<file path="src/rtl/ps2_pkg.sv">
// Shared constants, FSM encoding and frame-payload helper for the PS/2 device emulator.
package ps2_pkg;

   localparam int   PS2_FRAME_BITS = 11;
   localparam logic PS2_START      = 1'b0;
   localparam logic PS2_STOP       = 1'b1;

   typedef enum logic [1:0] {
      ST_IDLE  = 2'd0,
      ST_SETUP = 2'd1,
      ST_LOW   = 2'd2,
      ST_GAP   = 2'd3
   } ps2_state_e;

   // Bits 1..10 of the frame, LSB sent first: data, odd parity (inverted on request), stop.
   function automatic logic [9:0] ps2_payload(input logic [7:0] data, input logic bad_par);
      return {PS2_STOP, (~^data) ^ bad_par, data};
   endfunction

endpackage

</file>
<file path="src/rtl/sync_fifo.sv">
// Single-clock show-ahead FIFO; caller guarantees no write when full and no read when empty.
module sync_fifo #(
   parameter int WIDTH = 9,
   parameter int DEPTH = 4
) (
   input  logic                     clk,
   input  logic                     rst_n,
   input  logic                     i_wr,
   input  logic [WIDTH-1:0]         i_wdata,
   input  logic                     i_rd,
   output logic [WIDTH-1:0]         o_rdata,
   output logic                     o_full,
   output logic                     o_empty,
   output logic [$clog2(DEPTH):0]   o_count
);

   localparam int AW = $clog2(DEPTH);

   logic [WIDTH-1:0] r_mem [DEPTH];
   logic [AW-1:0]    r_wptr;
   logic [AW-1:0]    r_rptr;
   logic [AW:0]      r_count;

   // Pointer and occupancy tracking
   always_ff @(posedge clk or negedge rst_n) begin
      if (!rst_n) begin
         r_wptr  <= '0;
         r_rptr  <= '0;
         r_count <= '0;
      end else begin
         if (i_wr) r_wptr <= r_wptr + AW'(1);
         else      r_wptr <= r_wptr;
         if (i_rd) r_rptr <= r_rptr + AW'(1);
         else      r_rptr <= r_rptr;
         case ({i_wr, i_rd})
            2'b10:   r_count <= r_count + (AW+1)'(1);
            2'b01:   r_count <= r_count - (AW+1)'(1);
            default: r_count <= r_count;
         endcase
      end
   end

   // Storage array, not reset
   always_ff @(posedge clk) begin
      if (i_wr) r_mem[r_wptr] <= i_wdata;
   end

   assign o_rdata = r_mem[r_rptr];
   assign o_full  = (r_count == (AW+1)'(DEPTH));
   assign o_empty = (r_count == '0);
   assign o_count = r_count;

endmodule

</file>
<file path="src/rtl/ps2_device_emulator.sv">
// PS/2 device-side frame generator: queued bytes are serialised as 11-bit frames on
// registered ps2_clk/ps2_dat with programmable half-period and inter-frame gap.
module ps2_device_emulator
   import ps2_pkg::*;
#(
   parameter int HALF_PERIOD = 4,
   parameter int GAP_CYCLES  = 16,
   parameter int FIFO_DEPTH  = 4,
   parameter int CNT_W       = 16
) (
   input  logic                          clk,
   input  logic                          reset,
   input  logic                          in_valid,
   output logic                          in_ready,
   input  logic [7:0]                    in_data,
   input  logic                          in_bad_par,
   output logic                          ps2_clk,
   output logic                          ps2_dat,
   output logic                          busy,
   output logic [$clog2(FIFO_DEPTH):0]   fifo_count,
   output logic [CNT_W-1:0]              frames_sent
);

   localparam int PH_MAX = (HALF_PERIOD > GAP_CYCLES) ? HALF_PERIOD : GAP_CYCLES;
   localparam int PH_W   = $clog2(PH_MAX + 1);
   localparam logic [PH_W-1:0] HP_LOAD  = PH_W'(HALF_PERIOD - 1);
   localparam logic [PH_W-1:0] GAP_LOAD = PH_W'((GAP_CYCLES > 0) ? GAP_CYCLES - 1 : 0);
   localparam logic [3:0]      LAST_BIT = 4'(PS2_FRAME_BITS - 1);

   ps2_state_e        r_state;
   logic [PH_W-1:0]   r_phase;
   logic [3:0]        r_bit;
   logic [9:0]        r_shift;
   logic              r_clk;
   logic              r_dat;
   logic [CNT_W-1:0]  r_frames;

   logic              w_push;
   logic              w_pop;
   logic              w_full;
   logic              w_empty;
   logic [8:0]        w_rdata;

   assign w_push = in_valid & in_ready;
   assign w_pop  = (r_state == ST_IDLE) & ~w_empty;

   sync_fifo #(
      .WIDTH (9),
      .DEPTH (FIFO_DEPTH)
   ) u_fifo (
      .clk     (clk),
      .rst_n   (reset),
      .i_wr    (w_push),
      .i_wdata ({in_bad_par, in_data}),
      .i_rd    (w_pop),
      .o_rdata (w_rdata),
      .o_full  (w_full),
      .o_empty (w_empty),
      .o_count (fifo_count)
   );

   // Serialiser FSM: every state entry reloads the phase counter and sets the line registers
   always_ff @(posedge clk or negedge reset) begin
      if (!reset) begin
         r_state  <= ST_IDLE;
         r_phase  <= '0;
         r_bit    <= 4'd0;
         r_shift  <= '1;
         r_clk    <= 1'b1;
         r_dat    <= 1'b1;
         r_frames <= '0;
      end else begin
         case (r_state)
            ST_IDLE: begin
               r_clk <= 1'b1;
               if (!w_empty) begin
                  r_shift <= ps2_payload(w_rdata[7:0], w_rdata[8]);
                  r_dat   <= PS2_START;
                  r_bit   <= 4'd0;
                  r_phase <= HP_LOAD;
                  r_state <= ST_SETUP;
               end else begin
                  r_dat   <= 1'b1;
               end
            end
            ST_SETUP: begin
               if (r_phase == '0) begin
                  r_clk   <= 1'b0;
                  r_phase <= HP_LOAD;
                  r_state <= ST_LOW;
               end else begin
                  r_phase <= r_phase - PH_W'(1);
               end
            end
            ST_LOW: begin
               if (r_phase != '0) begin
                  r_phase <= r_phase - PH_W'(1);
               end else if (r_bit == LAST_BIT) begin
                  r_frames <= r_frames + CNT_W'(1);
                  r_clk    <= 1'b1;
                  r_dat    <= 1'b1;
                  r_phase  <= GAP_LOAD;
                  r_state  <= (GAP_CYCLES > 0) ? ST_GAP : ST_IDLE;
               end else begin
                  // Next bit goes out on the rising edge, so data only moves while ps2_clk is high
                  r_bit   <= r_bit + 4'd1;
                  r_clk   <= 1'b1;
                  r_dat   <= r_shift[0];
                  r_shift <= {1'b1, r_shift[9:1]};
                  r_phase <= HP_LOAD;
                  r_state <= ST_SETUP;
               end
            end
            ST_GAP: begin
               if (r_phase == '0) r_state <= ST_IDLE;
               else               r_phase <= r_phase - PH_W'(1);
            end
            default: begin
               r_clk   <= 1'b1;
               r_dat   <= 1'b1;
               r_state <= ST_IDLE;
            end
         endcase
      end
   end

   assign in_ready    = ~w_full;
   assign ps2_clk     = r_clk;
   assign ps2_dat     = r_dat;
   assign busy        = (r_state != ST_IDLE) | ~w_empty;
   assign frames_sent = r_frames;

endmodule

</file>
<file path="config.mk">
export PLATFORM = sky130hd
export DESIGN_NAME = ps2_device_emulator
export DESIGN_NICKNAME = d
export VERILOG_FILES = /design/src/rtl/ps2_pkg.sv /design/src/rtl/sync_fifo.sv /design/src/rtl/ps2_device_emulator.sv
export SDC_FILE = /design/constraint.sdc
export NUM_CORES = 1
export LEC_CHECK = 0
export ABC_AREA = 1
export BUFFER_PORTS_ARGS = -buffer_cell sky130_fd_sc_hd__buf_2
export CELL_PAD_IN_SITES_DETAIL_PLACEMENT = 0
export CELL_PAD_IN_SITES_GLOBAL_PLACEMENT = 2
export CORE_AREA = 2 2 103 105
export CTS_BUF_LIST = sky130_fd_sc_hd__clkbuf_16
export CTS_CLUSTER_DIAMETER = 60
export DETAILED_ROUTE_END_ITERATION = 10
export DIE_AREA = 0 0 105 107
export GPL_TIMING_DRIVEN = 1
export PLACE_DENSITY = 0.88
export SETUP_SLACK_MARGIN = 0.4
export SLEW_MARGIN = 20
export SYNTH_ARGS = -nofsm -noshare
export SYNTH_HDL_FRONTEND = slang
export SYNTH_SLANG_ARGS = --single-unit
</file>
<file path="constraint.sdc">
create_clock -name clk -period 4.87 [get_ports clk]
set_input_delay 0.2435 -clock clk [delete_from_list [all_inputs] [get_ports clk]]
set_output_delay 0.2435 -clock clk [all_outputs]
set_load 0.01 [all_outputs]
</file>
After elaboration in Yosys (flattened, before gate mapping)
Memory sizes are Yosys's and may differ from the RTL's.
Index checks and enable logic that the tools add are counted.
{"block": "totals", "elab_cells": 83, "out_inout_bits": 23, "mem_count": 1, "ff_bits": 46, "ram_bits": 36}
{"block": "classes", "muxes": 30, "add_sub_neg": 7, "bitwise": 7, "eq_ne": 13, "reduce_logical": 15}
{"memory": "u_fifo.r_mem", "depth": 4, "word_bits": 9, "rd": 1, "rd_ports_with_merged_regs": 0, "write_ports": 1, "line_no": "sync_fifo.sv:19", "source": "logic [WIDTH-1:0] r_mem [DEPTH];"}
{"cell": "10-bit two-way mux", "n": 3}
{"cell": "5-bit two-way mux", "n": 4}
{"cell": "10-bit one-hot mux with 2 select lines", "n": 1}
{"cell": "5-bit one-hot mux with 4 select lines", "n": 1}
{"cell": "16-bit by 1-bit adder with 16-bit output, second input constant", "n": 1}
{"cell": "4-bit two-way mux", "n": 4}
{"cell": "2-bit != test, second input constant", "n": 6}
{"cell": "2-bit two-way mux", "n": 5}
{"cell": "2-bit one-hot mux with 4 select lines", "n": 1}
{"cell": "4-bit one-hot mux with 2 select lines", "n": 1}
{"cell": "4-bit AND reduction", "n": 2}
{"cell": "8-bit XNOR reduction", "n": 1}
{"cell": "1-bit two-way mux", "n": 7}
{"cell": "2-bit == test, second input constant", "n": 3}
{"cell": "3-bit one-hot mux with 2 select lines", "n": 1}
{"cell": "3-bit AND reduction", "n": 2}
{"cell": "2-bit nonzero test", "n": 3}
{"cell": "5-bit logical NOT", "n": 1}
{"cell": "5-bit nonzero test", "n": 1}
{"cell": "5-bit by 1-bit subtractor with 5-bit output, second input constant", "n": 1}
{"cell": "2-bit by 1-bit adder with 2-bit output, second input constant", "n": 2}
{"cell": "4-bit by 1-bit adder with 4-bit output, second input constant", "n": 1}
{"cell": "2-bit by 1-bit == test with 1-bit output, second input constant", "n": 2}
{"cell": "4-bit == test, second input constant", "n": 1}
{"cell": "13 further kinds", "n": 17}

Logic depth before layout (Yosys ltp)
Gate-level depths: netlist (run 1).
{"block": "depth", "word_depth": 5, "ltp_mapped": 17}

Cells and area by module
From an unflattened synthesis (run 1), not the netlist that was laid out.
{"block": "hier_totals", "hier_cells": 408, "hier_area_um2": 4015.1}
{"mod": "ps2_device_emulator", "instances": 1, "area_each_um2": 2089.5, "cells_per_inst": 255, "seq_area_each_um2": 964.7}
{"mod": "sync_fifo", "instances": 1, "area_each_um2": 1925.6, "cells_per_inst": 153, "seq_area_each_um2": 1256.2}

Worst setup path after synthesis (run 1)
No wires, ideal clock.
{"block": "synth_path", "kind": "flip-flop to flip-flop", "startpoint": "reg u_fifo.r_count[1] (netlist: u_fifo.o_count[1])", "endpoint": "reg u_fifo.r_count[2] (netlist: u_fifo.o_count[2])", "stages_incl_launch_ff": 10, "t_required_ns": 4.739, "setup_ns": 0.131, "arrival_time_ns": 1.830, "path_slack_ns": 2.909, "synth_period_minus_slack_ns": 1.961, "path_cell_list": "dfrtp_1 > nor2_1 > nand2_1 > nand2_1 > ha_1 > inv_1 > fa_1 > a21oi_1 > o21ai_0 > xor2_1"}
{"block": "synth_between", "elab_chain_len": 5, "elab_cells_between_ends": 12}
{"element": "from (decl)", "line_no": "sync_fifo.sv:22", "source": "logic [AW:0] r_count;"}
{"element": "from (signal assigned)", "line_no": "sync_fifo.sv:36", "source": "2'b10: r_count <= r_count + (AW+1)'(1);"}
{"element": "from (signal assigned)", "line_no": "sync_fifo.sv:37", "source": "2'b01: r_count <= r_count - (AW+1)'(1);"}
{"element": "from (signal assigned)", "line_no": "sync_fifo.sv:38", "source": "default: r_count <= r_count;"}
{"element": "3-bit == test *", "line_no": "sync_fifo.sv:49", "source": "assign o_full = (r_count == (AW+1)'(DEPTH));"}
{"element": "1-bit inverter *", "line_no": "ps2_device_emulator.sv:127", "source": "assign in_ready = ~w_full;"}
{"element": "net in_ready", "line_no": "ps2_device_emulator.sv:14", "source": "output logic in_ready,"}
{"element": "1-bit bitwise AND *", "line_no": "ps2_device_emulator.sv:44", "source": "assign w_push = in_valid & in_ready;"}
{"element": "2-bit by 1-bit == test with 1-bit output or 2-bit == test (tied branches)", "line_no": "sync_fifo.sv:35", "source": "case ({i_wr, i_rd})"}
{"element": "3-bit one-hot mux with 2 select lines or 2-bit nonzero test (tied branches)"}
Mark *: on every way through the listed nets, which the timed path passes. The rest lies on a longest branch.
A chain may end at the register's enable or synchronous reset.

Worst setup path in the final report (run 1)
{"block": "layout_path", "startpoint": "reg r_state[1]", "endpoint": "reg u_fifo.r_count[2] (netlist: u_fifo.o_count[2])"}
{"block": "layout_between", "elab_chain_len": 4, "elab_cells_between_ends": 6}
{"element": "from (decl)", "line_no": "ps2_device_emulator.sv:30", "source": "ps2_state_e r_state;"}
{"element": "from (signal assigned)", "line_no": "ps2_device_emulator.sv:103", "source": "r_state <= (GAP_CYCLES > 0) ? ST_GAP : ST_IDLE;"}
{"element": "2-bit logical NOT *", "line_no": "ps2_device_emulator.sv:45", "source": "assign w_pop = (r_state == ST_IDLE) & ~w_empty;"}
{"element": "1-bit bitwise AND *", "line_no": "ps2_device_emulator.sv:45"}
{"element": "net u_fifo.i_rd", "line_no": "sync_fifo.sv:10", "source": "input logic i_rd,"}
{"element": "2-bit by 1-bit == test with 1-bit output or 2-bit == test (tied branches)", "line_no": "sync_fifo.sv:35"}
{"element": "3-bit one-hot mux with 2 select lines or 2-bit nonzero test (tied branches)"}
Marked as above.

==> metrics.csv, run 1 <==
metric,value,unit
CP Max Fanout,13,
source-to-sink clock delay at the later pin of the worst-skew pair,330,ps
Layout Nets,478,
setup repair after global routing missed its margin,no,
sequential share of the synthesized area,56.56,%
Critical Path Start Type,flop,
port buffer count,34,
worst path required time,5080,ps
top cells by instance count after synthesis,"sky130_fd_sc_hd__nand2_1, sky130_fd_sc_hd__edfxtp_1, sky130_fd_sc_hd__dfrtp_1, sky130_fd_sc_hd__nor2_1, sky130_fd_sc_hd__inv_1",
actual transition at the worst max-transition pin,928.7,ps
"most used cell, CP",sky130_fd_sc_hd__nor2_1,
RePlAce Congestion,0.7636,
FF+latch area,2221,µm²
fraction of layout cells with a size suffix above 1,19.13,%
category of cells accounting for the largest share of critical-path delay,adder cells,
post-synthesis register bit count,81,
Layout Area Growth over Synthesis,15.30,%
sinks on the clock net,81,
Clock Tree Buf Depth,2,
post-detailed-placement cell area,4219,µm²
cells taking the most area after synthesis,"sky130_fd_sc_hd__edfxtp_1, sky130_fd_sc_hd__dfrtp_1, sky130_fd_sc_hd__nand2_1",
Clk Tree Root Cell,sky130_fd_sc_hd__clkbuf_16,
clock tree from TritonCTS,yes,
maximum number of pins on one net before global-route repair,46,
deepest level of the CTS H-tree,3,
number of warnings printed during yosys synthesis,0,
floorplan core area,10090,µm²
cell with the largest stage delay on the worst path,sky130_fd_sc_hd__dfrtp_1,
WHS Path Cells,1,
power per cell area,387.2,nW/µm²
leakage power total,0.002180,µW
ys async rst share,55.56,%
via count of the first global-routing pass,2639,
gate count of the mapped netlist,419,
final count of negative-setup-slack endpoints,0,
total wire length after detailed routing,7.650,mm
total negative setup slack,0,ps
area share of the largest cell type after synthesis,27.53,%
number of top-level pins,35,
total standard cell area after synthesis,3926,µm²
post-detailed-route via-to-cell ratio,4.550,
number of diodes added for antenna fixing,0,
Yosys top cell by area,sky130_fd_sc_hd__edfxtp_1,
Crit. path cell count,9,
final-layout fill cell count,995,
critical path endpoint category,flop,
final count of pins violating max slew,0,
largest voltage drop on the vdd net,0.2020,mV
data arrival time of the critical path,2560,ps
die footprint,11240,µm²
number of buffers inserted to repair setup after CTS,0,
worst reg-to-reg setup slack,2520,ps
count of endpoints failing hold in the final timing report,0,
DRC violation count after routing,0,
largest stage delay on the critical path,530,ps
kind of critical path,flop to flop,
net count after synthesis,442,
clock transition at the registers of the reported paths,60,ps
wire length of the first global-routing pass,12.83,mm
multi-input logic area,1495,µm²
cells along the critical path,nor2_1 > inv_2 > nor2_1 > ha_1 > inv_1 > fa_1 > a21oi_1 > o21ai_0 > xor2_1,
average footprint of a synthesized cell,9.371,µm²
number of search-and-repair iterations in the first detailed-routing pass,4,
number of enable-type register cells in the synthesized netlist,36,
Starting Density,38.90,%
number of buffers and inverters on the critical path,2,
CTS Hold Bufs,0,
half-perimeter wire length after detailed placement,5.386,mm
dominant cell by count in the synthesized netlist,sky130_fd_sc_hd__nand2_1,
violation count after the first detailed-routing iteration,91,
Slew headroom,37.86,%
setup skew after layout,6.997,ps
routed length per placed instance,12.84,µm
crit path time final,2352,ps
cells resized by post-CTS repair,0,
cell row count,37,
count of antenna-violating nets left after detailed routing,0,
grt total ovfl,0,
"Primary FF master, synth",sky130_fd_sc_hd__edfxtp_1,
top achievable clock speed,425.1,MHz
number of buffers inserted during clock tree synthesis,9,
number of distinct library cells after synthesis,38,
cell area after layout,4527,µm²
Register-to-Register Path Depth,9,
number of maximum-capacitance constraint violations,0,
overall via count from detail_route,2712,
DIE HEIGHT,107,µm
Total GRT Usage,14.72,%
initial antenna violation count,0,
class of the tightest hold or removal check,input port to flop,
outcome,"complete, no violations",
fin crit share,48.30,%
die width,105,µm
-- power breakdown --
part,switching [µW],leakage (µW),internal [µW]
Combinational,172,0.00116,79.2
Clock,270,0.000141,396
Sequential,31.7,0.000878,804
-- per-stage QoR --
step	std cells	setup WS (ps)	utilization, %	power (µW)	hold WS, ps
after global placement	579	2616	41.81	1100	449.5
after floorplan	419	2909	-	1011	-52.09
after global routing	596	2270	44.85	1855	115.6
final	596	2518	44.85	1753	125.8
after detailed placement	579	2551	41.81	1105	461.2
after CTS	595	2534	44.73	1777	114.7
-- cell usage in the layout, fill, tap and decap left out, types with 2 or more instances in the layout --
cell,instances
sky130_fd_sc_hd__a21oi_1,23
sky130_fd_sc_hd__buf_2,33
sky130_fd_sc_hd__clkbuf_16,9
sky130_fd_sc_hd__clkinvlp_4,2
sky130_fd_sc_hd__dfrtp_1,34
sky130_fd_sc_hd__dfstp_2,11
sky130_fd_sc_hd__edfxtp_1,36
sky130_fd_sc_hd__ha_1,10
sky130_fd_sc_hd__inv_1,29
sky130_fd_sc_hd__inv_2,14
sky130_fd_sc_hd__nand2_1,136
sky130_fd_sc_hd__nand2_2,2
sky130_fd_sc_hd__nand3_1,27
sky130_fd_sc_hd__nand4_1,2
sky130_fd_sc_hd__nor2_1,29
sky130_fd_sc_hd__nor2_2,2
sky130_fd_sc_hd__nor2_4,2
sky130_fd_sc_hd__nor3_1,4
sky130_fd_sc_hd__o21ai_0,2
sky130_fd_sc_hd__o21ai_1,5
sky130_fd_sc_hd__o22ai_1,3
sky130_fd_sc_hd__o31ai_1,2
sky130_fd_sc_hd__xnor2_1,9
sky130_fd_sc_hd__xor2_1,13
-- worst register-to-register path, cell delays in order, from the launching register on --
cell and delay (ps):
sky130_fd_sc_hd__dfrtp_1 530, sky130_fd_sc_hd__nor2_1 280, sky130_fd_sc_hd__inv_2 90, sky130_fd_sc_hd__nor2_1 290
sky130_fd_sc_hd__ha_1 200, sky130_fd_sc_hd__inv_1 70, sky130_fd_sc_hd__fa_1 380, sky130_fd_sc_hd__a21oi_1 140
sky130_fd_sc_hd__o21ai_0 100, sky130_fd_sc_hd__xor2_1 150
-- sequential cells by signal (all words and copies together) (netlist names) --
name            flops
r_shift             9
u_fifo.r_rptr       2
u_fifo.r_mem       36
r_phase             5
r_state             2
ps2_dat             1
r_bit               4
u_fifo.o_count      3
u_fifo.r_wptr       2
frames_sent        16
ps2_clk             1
-- kinds of logic after synthesis --
group                    after synthesis  synth area share [%]
multiplexers                           1                0.2868
flip-flops                            81                 56.56
AND/OR/NAND/NOR                      212                 23.74
buffers and inverters                 53                 5.354
adder cells (fa/ha/maj)               11                 3.697
AO/OA/AOI/OAI                         39                 5.449
XOR/XNOR                              22                 4.908
-- metal layers --
| metal | global-route usage [%] | vias to the layer above | part of all wire (%) |
|---|---|---|---|
| met2 | 23.75 | 21 | 48 |
| met5 | 0 | - | 0 |
| met4 | 4.000 | 0 | 0.46 |
| li1 | - | 1426 | - |
| met1 | 19.62 | 1263 | 49 |
| met3 | 4.012 | 2 | 1.6 |
-- path summary, 6_finish.rpt --
kind | from | to
max | r_state[1]$_DFFE_PN0P_ | u_fifo.o_count[2]$_DFFE_PN0P_
min | in_data[0] | u_fifo.r_mem[3][0]$_DFFE_PP_
max reg2reg | r_state[1]$_DFFE_PN0P_ | u_fifo.o_count[2]$_DFFE_PN0P_
min reg2reg | ps2_clk$_DFFE_PN1P_ | ps2_clk$_DFFE_PN1P_
max in group asynchronous | reset | r_state[1]$_DFFE_PN0P_
min in group asynchronous | reset | r_phase[3]$_DFFE_PN0P_
-- layout make-up --
cell class	instances	area share (%)
tap	136	3.759
timing repair buffer	35	4.035
inverter	43	3.593
sequential	81	49.06
clock inverter	7	1.548
clock buffer	9	4.975
multi-input combinational	285	33.03
(Power assumes the default switching activity.)
==> run 2, diff against run 1 <==
CORE_AREA = 2 2 107 109   (was 2 2 103 105)
DIE_AREA = 0 0 109 111   (was 0 0 105 107)
PLACE_DENSITY = 0.83   (was 0.88)
clock period = 2.35 ns   (was 4.87 ns; I/O delays follow)
==> run 2 against run 1 <==
Clock-buffer cell count unchanged. Non-clock buffer count up 31. Routed wire length up 3.5%. Largest cell class unchanged. Die area up 7.7%. Sequential share of layout area down 3.9 points. Worst setup slack worse by 2100 ps. Utilization down 0.40 points.
==> metrics.csv, run 2 (synthesis results as in run 1) <==
metric,value,unit,change
Register-to-Register Path Depth,11,,+2
worst path required time,2570,ps,-2510 ps
post-detailed-route via-to-cell ratio,4.536,,-0.31%
setup repair after global routing missed its margin,yes,,
WHS Path Cells,1,,unchanged
Worst Setup Slack post-DPL,355.6,ps,-2196 ps
Largest register FFs,36,,unchanged
maximum number of pins on one net before global-route repair,41,,-11%
cell area after layout,4925,µm²,+8.8%
sinks on the clock net,81,,unchanged
worst reg-to-reg setup slack,450,ps,-2070 ps
count of endpoints failing hold in the final timing report,0,,unchanged
deepest level of the CTS H-tree,3,,unchanged
overall via count from detail_route,2876,,+6.0%
"leading cell type in the layout, fill and taps excluded",sky130_fd_sc_hd__nand2_1,,
final core utilization,44.46,%,-0.40 points
hold path start,in_data[6],,
Critical Path Start Type,flop,,
Layout Area Growth over Synthesis,25.43,%,
total design power,3902,µW,+120%
Starting Density,35.45,%,-3.5 points
crit path time final,1900,ps,-451.8 ps
DIE HEIGHT,111,µm,+3.7%
Clock Tree Buf Depth,2,,unchanged
source-to-sink clock delay at the later pin of the worst-skew pair,330,ps,about the same
total negative setup slack,0,ps,unchanged
class of the tightest hold or removal check,input port to flop,,
final count of negative-setup-slack endpoints,0,,unchanged
capture point of the worst reg-to-reg path,frames_sent[10]$_DFFE_PN0P_,,
half-perimeter wire length after detailed placement,5.487,mm,+1.9%
clock tree from TritonCTS,yes,,
CP Max Fanout,4,,-9
DRC violation count after routing,0,,unchanged
initial antenna violation count,0,,unchanged
setup skew after layout,6.588,ps,-0.4090 ps
port buffer count,34,,unchanged
total wire length after detailed routing,7.919,mm,+3.5%
leakage power total,0.002379,µW,+9.1%
grt total ovfl,0,,unchanged
die footprint,12100,µm²,+7.7%
Layout Nets,509,,+6.5%
number of top-level pins,35,,unchanged
routed length per placed instance,12.49,µm,-2.7%
via count of the first global-routing pass,2772,,+5.0%
Clk Tree Root Cell,sky130_fd_sc_hd__clkbuf_16,,
top achievable clock speed,526.2,MHz,+24%
RePlAce Congestion,0.7758,,+1.6%
Slew headroom,39.51,%,+1.6 points
kind of critical path,flop to flop,,
floorplan core area,11080,µm²,+9.8%
number of buffers inserted during clock tree synthesis,9,,unchanged
final count of pins violating max slew,0,,unchanged
fraction of layout cells with a size suffix above 1,25.87,%,+6.7 points
violation count after the first detailed-routing iteration,115,,+26%
end of the worst hold path,u_fifo.r_mem[1][6]$_DFFE_PP_,,
count of antenna-violating nets left after detailed routing,0,,unchanged
largest voltage drop on the vdd net,0.4065,mV,+100%
setup ws final,449.6,ps,-2068 ps
wire length of the first global-routing pass,13.41,mm,+4.5%
number of diodes added for antenna fixing,0,,unchanged
final-layout fill cell count,1059,,+6.4%
outcome,"complete, no violations",,
worst r2r src,r_bit[0]$_DFFE_PN0P_,,
number of maximum-capacitance constraint violations,0,,unchanged
number of search-and-repair iterations in the first detailed-routing pass,4,,unchanged
power per cell area,792.3,nW/µm²,+100%
data arrival time of the critical path,2120,ps,-440 ps
cell row count,39,,+5.4%
clock transition at the registers of the reported paths,60,ps,about the same
"commonest cells after routing, fill and taps aside","sky130_fd_sc_hd__nand2_1, sky130_fd_sc_hd__edfxtp_1, sky130_fd_sc_hd__buf_2",,
actual transition at the worst max-transition pin,907.4,ps,-21.30 ps
top register by number of flip-flops,u_fifo.r_mem,,
critical path endpoint category,flop,,
Total GRT Usage,14.38,%,-0.34 points
post-detailed-placement cell area,4305,µm²,+2.0%
die width,109,µm,+3.8%
fin crit share,80.87,%,+33 points
[run 2: cell types whose count changed in the layout (fill, tap and decap cells not counted), sizes merged]
cell	delta
buf	+24
bufinv	+2
clkinv	-1
clkinvlp	-2
dlygate4sd3	+7
inv	+1
[run 2: repair_timing]
action,in CTS,in global routing
hold buffers,8,0
endpoints found under the setup margin,1,10
setup buffers,0,14
pin swaps,0,9
resized for setup,2,26
endpoints found under the hold margin,62,0
[run 2: worst max-delay path by stage]
stage                                       from                            end  slack (ps)  cells after the start
after floorplan           r_state[1]$_DFFE_PN0P_  u_fifo.o_count[2]$_DFFE_PN0P_         430                      9
after detailed placement  r_state[0]$_DFFE_PN0P_  u_fifo.o_count[2]$_DFFE_PN0P_         360                      9
after global placement    r_state[0]$_DFFE_PN0P_  u_fifo.o_count[2]$_DFFE_PN0P_         410                      9
after global routing        r_bit[0]$_DFFE_PN0P_    frames_sent[14]$_DFFE_PN0P_         310                     11
after CTS                 r_state[1]$_DFFE_PN0P_    frames_sent[15]$_DFFE_PN0P_         410                      8
final                       r_bit[0]$_DFFE_PN0P_    frames_sent[10]$_DFFE_PN0P_         450                     11
[run 2: area by class of cell]
type | count | area (µm²) | share of cell area (%)
clock buffers | 9 | 225.2 | 4.573
clock inverters | 7 | 111.4 | 2.261
inverters | 43 | 171.4 | 3.481
multi-input cells | 285 | 1564 | 31.76
flip-flops and latches | 81 | 2223 | 45.15
well taps | 143 | 178.9 | 3.633
repair buffers | 66 | 450.4 | 9.146
[run 2: critical path, cell delays in order, from the launching register on]
cell	delay, ps
sky130_fd_sc_hd__dfrtp_1	400
sky130_fd_sc_hd__inv_2	90
sky130_fd_sc_hd__ha_4	150
sky130_fd_sc_hd__nand3_4	70
sky130_fd_sc_hd__nor2_4	160
sky130_fd_sc_hd__nand2_4	80
sky130_fd_sc_hd__nor3_4	210
sky130_fd_sc_hd__nand3_2	130
sky130_fd_sc_hd__nor2_4	160
sky130_fd_sc_hd__nand2_2	90
sky130_fd_sc_hd__buf_4	130
sky130_fd_sc_hd__xnor2_1	110
[run 2: metrics by stage]
| step | std cells | hold WS, ps |
|---|---|---|
| 2_1_floorplan | 419 | -178.1 |
| 3_3_place_gp | 596 | 317.9 |
| 3_5_place_dp | 596 | 320.4 |
| 4_1_cts | 620 | 2.723 |
| 5_1_grt | 634 | 3.928 |
| 6_report | 634 | 11.77 |
[run 2: metal layers]
layer | GRT usage, % | up-vias | wire [µm]
met1 | 20.18 | 1346 | 3893
met4 | 5.385 | 0 | 128
met3 | 3.351 | 8 | 210
li1 | - | 1487 | -
met2 | 21.57 | 35 | 3686
met5 | 0 | - | 0
[run 2: power by group]
group          internal [µW]  switching, µW  leakage, µW
clock                   1030            557     0.000172
sequential              1660           58.7     0.000876
combinational            219            373      0.00133
